### config.mk
export PLATFORM = sky130hd
export DESIGN_NAME = hazard_unit
export DESIGN_NICKNAME = d
export VERILOG_FILES = /design/src/rtl/hazard_unit.sv
export SDC_FILE = /design/constraint.sdc
export NUM_CORES = 1
export LEC_CHECK = 0
export CAP_MARGIN = 20
export CORE_MARGIN = 2
export CORE_UTILIZATION = 30
export DETAILED_ROUTE_END_ITERATION = 8
export DONT_BUFFER_PORTS = 1
export PLACE_DENSITY = 0.48
export SYNTH_ARGS = -nofsm -noshare
export SYNTH_HDL_FRONTEND = slang
export SYNTH_SLANG_ARGS = --single-unit
### constraint.sdc
create_clock -name clk -period 2.2 [get_ports clk]
set_input_delay 0.55 -clock clk [delete_from_list [all_inputs] [get_ports clk]]
set_output_delay 0.55 -clock clk [all_outputs]
set_load 0.02 [all_outputs]
### src/rtl/hazard_unit.sv
// ============================================================================
// hazard_unit
// ----------------------------------------------------------------------------
// Pipeline hazard controller for a classic IF/ID/EX/MEM pipeline.
//
// Handles three hazard sources:
//   * taken branch/jump resolved in EX/MEM: flush IF/ID and bubble ID/EX.
//     This is honoured in every state and squashes any multiply in flight.
//   * multi-cycle multiply: freezes the front end and injects bubbles into
//     EX/MEM for MUL_LATENCY cycles counted from the mul_start cycle.
//   * load-use: a load in ID/EX whose destination feeds the instruction in
//     IF/ID stalls PC and IF/ID for one cycle and bubbles ID/EX.
// Priority: branch flush > multiply > load-use.
//
// Parameters
//   MUL_LATENCY         EX cycles a multiply occupies (legal range 2..16)
//
// Ports
//   clk                 rising-edge clock
//   arst_n              synchronous active-low reset (sampled on rising clk)
//   register_rs1_IFID   rs1 of the instruction in IF/ID
//   register_rs2_IFID   rs2 of the instruction in IF/ID
//   use_rs1_IFID        that instruction really reads rs1
//   use_rs2_IFID        that instruction really reads rs2
//   register_rd_IDEX    destination of the instruction in ID/EX
//   mem_read_IDEX       the instruction in ID/EX is a load
//   mul_start_IDEX      the instruction in ID/EX is a multiply entering EX
//   branch_taken_EXMEM  branch/jump in EX/MEM resolved taken
//   pc_write            PC update enable
//   ifid_write          IF/ID register enable
//   idex_write          ID/EX register enable
//   ifid_flush          replace IF/ID contents with a NOP
//   idex_bubble         load a NOP into ID/EX
//   exmem_bubble        load a NOP into EX/MEM
//   mul_busy            a multiply is occupying EX
//   stall_cycles        (HAZARD_PERF_CNT_EN only) saturating count of cycles
//                       with pc_write low
//
// Build option
//   HAZARD_PERF_CNT_EN  when defined, adds the stall_cycles counter and port.
//
// Handshake note: every enable/bubble output is a same-cycle combinational
// function of the registered FSM state and the current pipeline inputs; the
// pipeline registers consume them on the next rising clk edge.
// ============================================================================
module hazard_unit #(
    parameter int unsigned MUL_LATENCY = 4
) (
    input  logic        clk,
    input  logic        arst_n,
    input  logic [4:0]  register_rs1_IFID,
    input  logic [4:0]  register_rs2_IFID,
    input  logic        use_rs1_IFID,
    input  logic        use_rs2_IFID,
    input  logic [4:0]  register_rd_IDEX,
    input  logic        mem_read_IDEX,
    input  logic        mul_start_IDEX,
    input  logic        branch_taken_EXMEM,
    output logic        pc_write,
    output logic        ifid_write,
    output logic        idex_write,
    output logic        ifid_flush,
    output logic        idex_bubble,
    output logic        exmem_bubble,
    output logic        mul_busy
`ifdef HAZARD_PERF_CNT_EN
    ,
    output logic [31:0] stall_cycles
`endif
);

    typedef enum logic {
        ST_RUN      = 1'b0,
        ST_MUL_BUSY = 1'b1
    } state_e;

    // The start cycle itself is the first of the MUL_LATENCY cycles, so the
    // busy phase lasts MUL_LATENCY-1 cycles (counter value MUL_LATENCY-1 .. 1).
    localparam logic [3:0] MUL_LOAD = 4'(MUL_LATENCY - 1);

    state_e     state_q;
    logic [3:0] mul_cnt_q;

    logic       load_use;
    logic       rs1_match;
    logic       rs2_match;

    // ------------------------------------------------------------------------
    // Load-use detection. x0 is hard-wired zero, so a load targeting it can
    // never create a true dependency.
    // ------------------------------------------------------------------------
    assign rs1_match = use_rs1_IFID && (register_rd_IDEX == register_rs1_IFID);
    assign rs2_match = use_rs2_IFID && (register_rd_IDEX == register_rs2_IFID);
    assign load_use  = mem_read_IDEX && (register_rd_IDEX != 5'd0)
                       && (rs1_match || rs2_match);

    // ------------------------------------------------------------------------
    // FSM: state and multiply down-counter.
    // ------------------------------------------------------------------------
    always_ff @(posedge clk) begin
        if (!arst_n) begin
            state_q   <= ST_RUN;
            mul_cnt_q <= 4'd0;
        end else if (branch_taken_EXMEM) begin
            // A taken branch kills whatever is in EX, including a multiply.
            state_q   <= ST_RUN;
            mul_cnt_q <= 4'd0;
        end else begin
            case (state_q)
                ST_RUN: begin
                    if (mul_start_IDEX) begin
                        state_q   <= ST_MUL_BUSY;
                        mul_cnt_q <= MUL_LOAD;
                    end
                end
                ST_MUL_BUSY: begin
                    // mul_start_IDEX is ignored here: the frozen ID/EX still
                    // holds the multiply that is already executing. The <=
                    // also recovers cleanly if the counter were ever 0.
                    if (mul_cnt_q <= 4'd1) begin
                        state_q   <= ST_RUN;
                        mul_cnt_q <= 4'd0;
                    end else begin
                        mul_cnt_q <= mul_cnt_q - 4'd1;
                    end
                end
                default: begin
                    state_q   <= ST_RUN;
                    mul_cnt_q <= 4'd0;
                end
            endcase
        end
    end

    // ------------------------------------------------------------------------
    // Output decode.
    // ------------------------------------------------------------------------
    always_comb begin
        pc_write     = 1'b1;
        ifid_write   = 1'b1;
        idex_write   = 1'b1;
        ifid_flush   = 1'b0;
        idex_bubble  = 1'b0;
        exmem_bubble = 1'b0;
        mul_busy     = 1'b0;

        if (branch_taken_EXMEM) begin
            // Redirect fetch and drop the two wrong-path instructions.
            ifid_flush  = 1'b1;
            idex_bubble = 1'b1;
        end else if (state_q == ST_MUL_BUSY) begin
            // Freeze the front end; load-use is re-evaluated once back in RUN.
            pc_write     = 1'b0;
            ifid_write   = 1'b0;
            idex_write   = 1'b0;
            exmem_bubble = 1'b1;
            mul_busy     = 1'b1;
        end else if (mul_start_IDEX) begin
            // The multiply enters EX normally in its start cycle.
            pc_write = 1'b1;
        end else if (load_use) begin
            // One bubble suffices: next cycle ID/EX holds the NOP, so the
            // comparison no longer matches and the stall releases itself.
            pc_write    = 1'b0;
            ifid_write  = 1'b0;
            idex_bubble = 1'b1;
        end
    end

`ifdef HAZARD_PERF_CNT_EN
    // ------------------------------------------------------------------------
    // Saturating front-end stall counter.
    // ------------------------------------------------------------------------
    logic [31:0] stall_cnt_q;
    logic [31:0] stall_cnt_d;

    always_comb begin
        stall_cnt_d = stall_cnt_q;
        if (!pc_write && (stall_cnt_q != 32'hFFFF_FFFF)) begin
            stall_cnt_d = stall_cnt_q + 32'd1;
        end
    end

    always_ff @(posedge clk) begin
        if (!arst_n) begin
            stall_cnt_q <= 32'd0;
        end else begin
            stall_cnt_q <= stall_cnt_d;
        end
    end

    assign stall_cycles = stall_cnt_q;
`endif

endmodule

# After elaboration in Yosys (flattened, before gate mapping)

Index checks and enable logic that the tools add are counted.

Output and inout port bits: 7
Logic and storage cells: 35
Memories kept: 0
Bits of input ports: 22
Memory bits (read-only): 0
Latch bits: 0
Bits in registers: 5
Bits in writable memories: 0

Multiplexer cells: 19
Reduce and logical (&&, ||, !) cells: 7
Shifts and indexed selects: 0
Add/subtract/negate cells: 1
Bitwise gates (word level): 2
Divide/modulo/power cells: 0
Eq/ne operators: 3
Magnitude comparators: 1
Multiply operators: 0

Operator list:

| cell                                                            | count |
|---|---|
| 2-to-1 mux 1 bit                                                | 15 |
| equality test 5 bit                                             | 2 |
| 2-to-1 mux 4 bit                                                | 2 |
| case mux 4 bit (2 select lines)                                 | 1 |
| nonzero test 5 bit                                              | 1 |
| less-or-equal comparator 4 x 1 -> 1 bit (second input constant) | 1 |
| logical AND 1 bit                                               | 4 |
| subtractor 4 x 1 -> 4 bit (second input constant)               | 1 |
| inequality test 2 bit (second input constant)                   | 1 |
| NOT 1 bit                                                       | 2 |
| case mux 1 bit (2 select lines)                                 | 1 |
| OR reduction 2 bit                                              | 1 |
| logical OR 1 bit                                                | 1 |

# Longest topological paths before layout

Depth in word-level cells: 8
Depth in mapped cells: 6
Gate-level depth less buffers: 6

# Worst setup path before layout

OpenSTA, ideal clock, no wires.

Kind: input to output
Start: input port register_rd_IDEX[0]
End: output port pc_write
Data required time: 1.650 ns
Path buffers: 1
Stages: 5
Slack: -0.249 ns
Arrival: 1.899 ns
Path through: or4_1 -> o21ai_2 -> nor3_1 -> a21oi_1 -> buf_4

Word-level cells in the longest chain between the ends: 8
Elaborated cells between the ends (all ways): 12
Classes of those cells: eq/ne: 2; mux: 4; reduce/logical: 6

Ends and longest elaborated chain:

| element                                       | line   | RTL |
|---|---|---|
| start: declaration                            | 55     | `input logic [4:0] register_rd_IDEX,` |
| equality test 5 bit, on equally long branches | 92, 93 |  |
| logical AND 1 bit, on equally long branches   | 92, 93 |  |
| logical OR 1 bit                              | 95     | `&& (rs1_match \|\| rs2_match);` |
| logical AND 1 bit (*)                         | 95     |  |
| 2-to-1 mux 1 bit (*) (4 in series)            | -      |  |
| end: declaration                              | 59     | `output logic pc_write,` |

Every way passes the cells marked *; elsewhere a longest branch is shown, timed or not.

# Final worst setup path

Same ends and word-level chain as after synthesis.

==> key figures <==
Clock tree
  – # H-tree levels: 1
  – CTS buffer count: 3
  – Clock slew at reported path FFs: approximately 40 ps
  – Post-cts sizing count: 0
  – # Post-CTS Setup Buffers: 0
  – CTS tree: built
  – Clk root buf: clkbuf_4
  – Sink Count: 5
  – Worst-Skew Late Latency: around 240 ps
  – Cts hold-fix bufs: 0
  – Clk buf depth: 2

Power and ir drop
  – Power per cell area: approximately 530 nW/um^2
  – Design Power: between 200 and 300 uW
  – Reported leakage power: between 0.00015 and 0.0002 uW
  – Worst vdd ir: around 180 uV

STA
  – Final setup skew: 1.796 ps
  – Slew Viols, Final: 0
  – Fin crit period: roughly 2100 ps
  – Relative slew slack: around 83%
  – Ratio of final minimum period to clock period: between 90% and 100%
  – RSZ-0062 raised after global routing: false
  – Worst Max-Slew Pin Slew: roughly 250 ps
  – Max Fclk: about 0.47 GHz
  – Fin. Hold Viols: 0
  – Hold Slack: between 400 and 500 ps
  – Setup Viol. Count Final: 0

Floorplanning
  – Die ar.: about 1800 um^2
  – Die Span Y: 42.43 um
  – Initial cell density of the core: between 30% and 40%
  – I/O pin count: 29
  – Die width: around 42 um
  – Area of the core: 1334 um^2
  – FP Rows: 13

Final layout
  – Design Area, Final: about 500 um^2
  – N_diodes: 0
  – Layout cells sized above 1: 15.25%
  – FILL cells: between 100 and 150
  – Finished Layout Cells: 74
  – Most frequent cells in the layout: xnor2_1, nor3_1, dfxtp_1
  – Nets@finish: between 80 and 90
  – Final core utilization: 36.49%
  – Most common cell after layout, fill and taps aside: xnor2_1
  – Area delta synth->final: 9.887%

Yosys
  – Yosys warnings: 0
  – Yosys cell types: 22
  – Sequential area share after synthesis: 22.60%
  – Mapped cell area: between 400 and 500 um^2
  – Synthesized flop and latch total: 5
  – Post-Syn Nets: 80
  – Cells after Synth: 56
  – Syn Area/Cell: roughly 7.9 um^2

Global route
  – Gr usage total: a little under an eighth
  – Vias in the first global route: 385
  – Initial antenna violation count: 0
  – Largest net degree at the start of global routing: 12
  – GRT Residual Overflow: 0
  – First-pass GRT wire length: around 1.6 mm

Setup path
  – FF-to-FF path depth: 5
  – Crit path capture type: output port
  – CP peak stage delay: 540 ps
  – Slowest CP cell: or4_1
  – Worst Path Arrival: between 1500 and 2000 ps
  – Critical Path Fanout Max: 3
  – Crit-path cells: or4_1 -> o21ai_2 -> nor3_1 -> a21oi_2 -> buf_4
  – Setup CP Type: input pin to output port
  – Worst setup SP type: input pin
  – Critical Path RT: 1650 ps

Place
  – Hpwl dp: ~760 um
  – Placed Instances: 70
  – Placed Instance Area: between 400 and 500 um^2
  – Port bufs: 0
  – Placer Congestion: 0.6874

Routing
  – DRT Pass-1 Iters: 3
  – Routed vias/inst: approximately 5.3
  – DRC: 0
  – DR vias: between 300 and 400
  – Drt total wl: roughly 900 um
  – Post-route ant nets: 0
  – DR iter-0 viols: 5
  – Avg WL per Cell: 12.22 um

Outcome
  – Run status: finished, final reports clean

Hold path
  – Hold Crit Depth: 2
  – Min-Delay Path Class: input pin to flop

Flow run
  – MaxCap Viol Count: 0
final timing paths:
path,start,endpoint,slack [ps]
worst max register to register,mul_cnt_q[0],mul_cnt_q[0],920
worst min-delay path,mul_start_IDEX,state_q,460
worst max-delay path,register_rd_IDEX[0],pc_write,50
worst min register to register,mul_cnt_q[2],mul_cnt_q[2],510
stage by stage:
stage                     TNS [ps]  setup slack, ps
after CTS                        0            46.61
final                            0            54.87
after floorplan             -91.44           -91.44
after detailed placement         0            46.62
after global placement           0            58.58
after global routing             0            7.289
power breakdown:
group / switching, uW / internal [uW]
Sequential: 2.88 / 94.3
Combinational: 27.1 / 29.3
Clock: 37.0 / 68.5
flip-flops by register name, indices dropped and copies added (netlist names):
register and cells:
state_q 1, mul_cnt_q 4
worst max-delay path: cells and delay by family:
family | cells | cell delay [ps]
AND/OR/NAND/NOR | 2 | 610
AO/OA/AOI/OAI | 2 | 250
buffers and inverters | 1 | 180
routing by layer:
metal / up-vias / GRT usage (%) / wire, um
met1: 176 / 12.31 / 381
li1: 203 / - / -
met5: - / 0 / 0
met3: 0 / 9.052 / 85
met4: 0 / 3.750 / 0
met2: 16 / 17.23 / 437
cells by family after synthesis:
kind of cell / count (synthesis) / synth area share (%)
DFF: 5 / 22.60
muxes: 1 / 2.542
AOI/OAI and AO/OA: 10 / 14.12
xor gates and xnor gates: 10 / 19.77
buffers and inverters: 7 / 8.755
and+or+nand+nor: 21 / 26.56
adders and majority gates: 2 / 5.649
synth_stat cells:
library cell,count,area (um^2)
a211oi_1,2,15.01
a21o_1,1,7.510
a21oi_1,3,15.01
buf_2,1,5.000
buf_4,3,22.52
dfxtp_1,5,100.1
ha_1,2,25.02
inv_1,3,11.26
mux2_2,1,11.26
nand2_1,2,7.510
nand2b_1,3,18.77
nand4_1,2,12.51
nand4b_1,1,8.760
nor2_1,3,11.26
nor2b_1,1,6.260
nor3_1,6,30.03
nor3b_1,2,15.01
o21ai_0,2,10.01
o21ai_2,1,8.760
o22ai_1,1,6.260
or4_1,1,7.510
xnor2_1,10,87.58
final cells by class:
cell class | instances | area, um^2 | share of cell area [%]
Clock buffer | 4 | 26.28 | 5.398
Sequential cell | 5 | 100.1 | 20.57
Inverter | 3 | 11.26 | 2.314
Timing Repair Buffer | 3 | 22.52 | 4.627
Multi-Input combinational cell | 44 | 307.8 | 63.24
Tap cell | 15 | 18.77 | 3.856
Note: power is estimated with default switching activity, not from simulation.
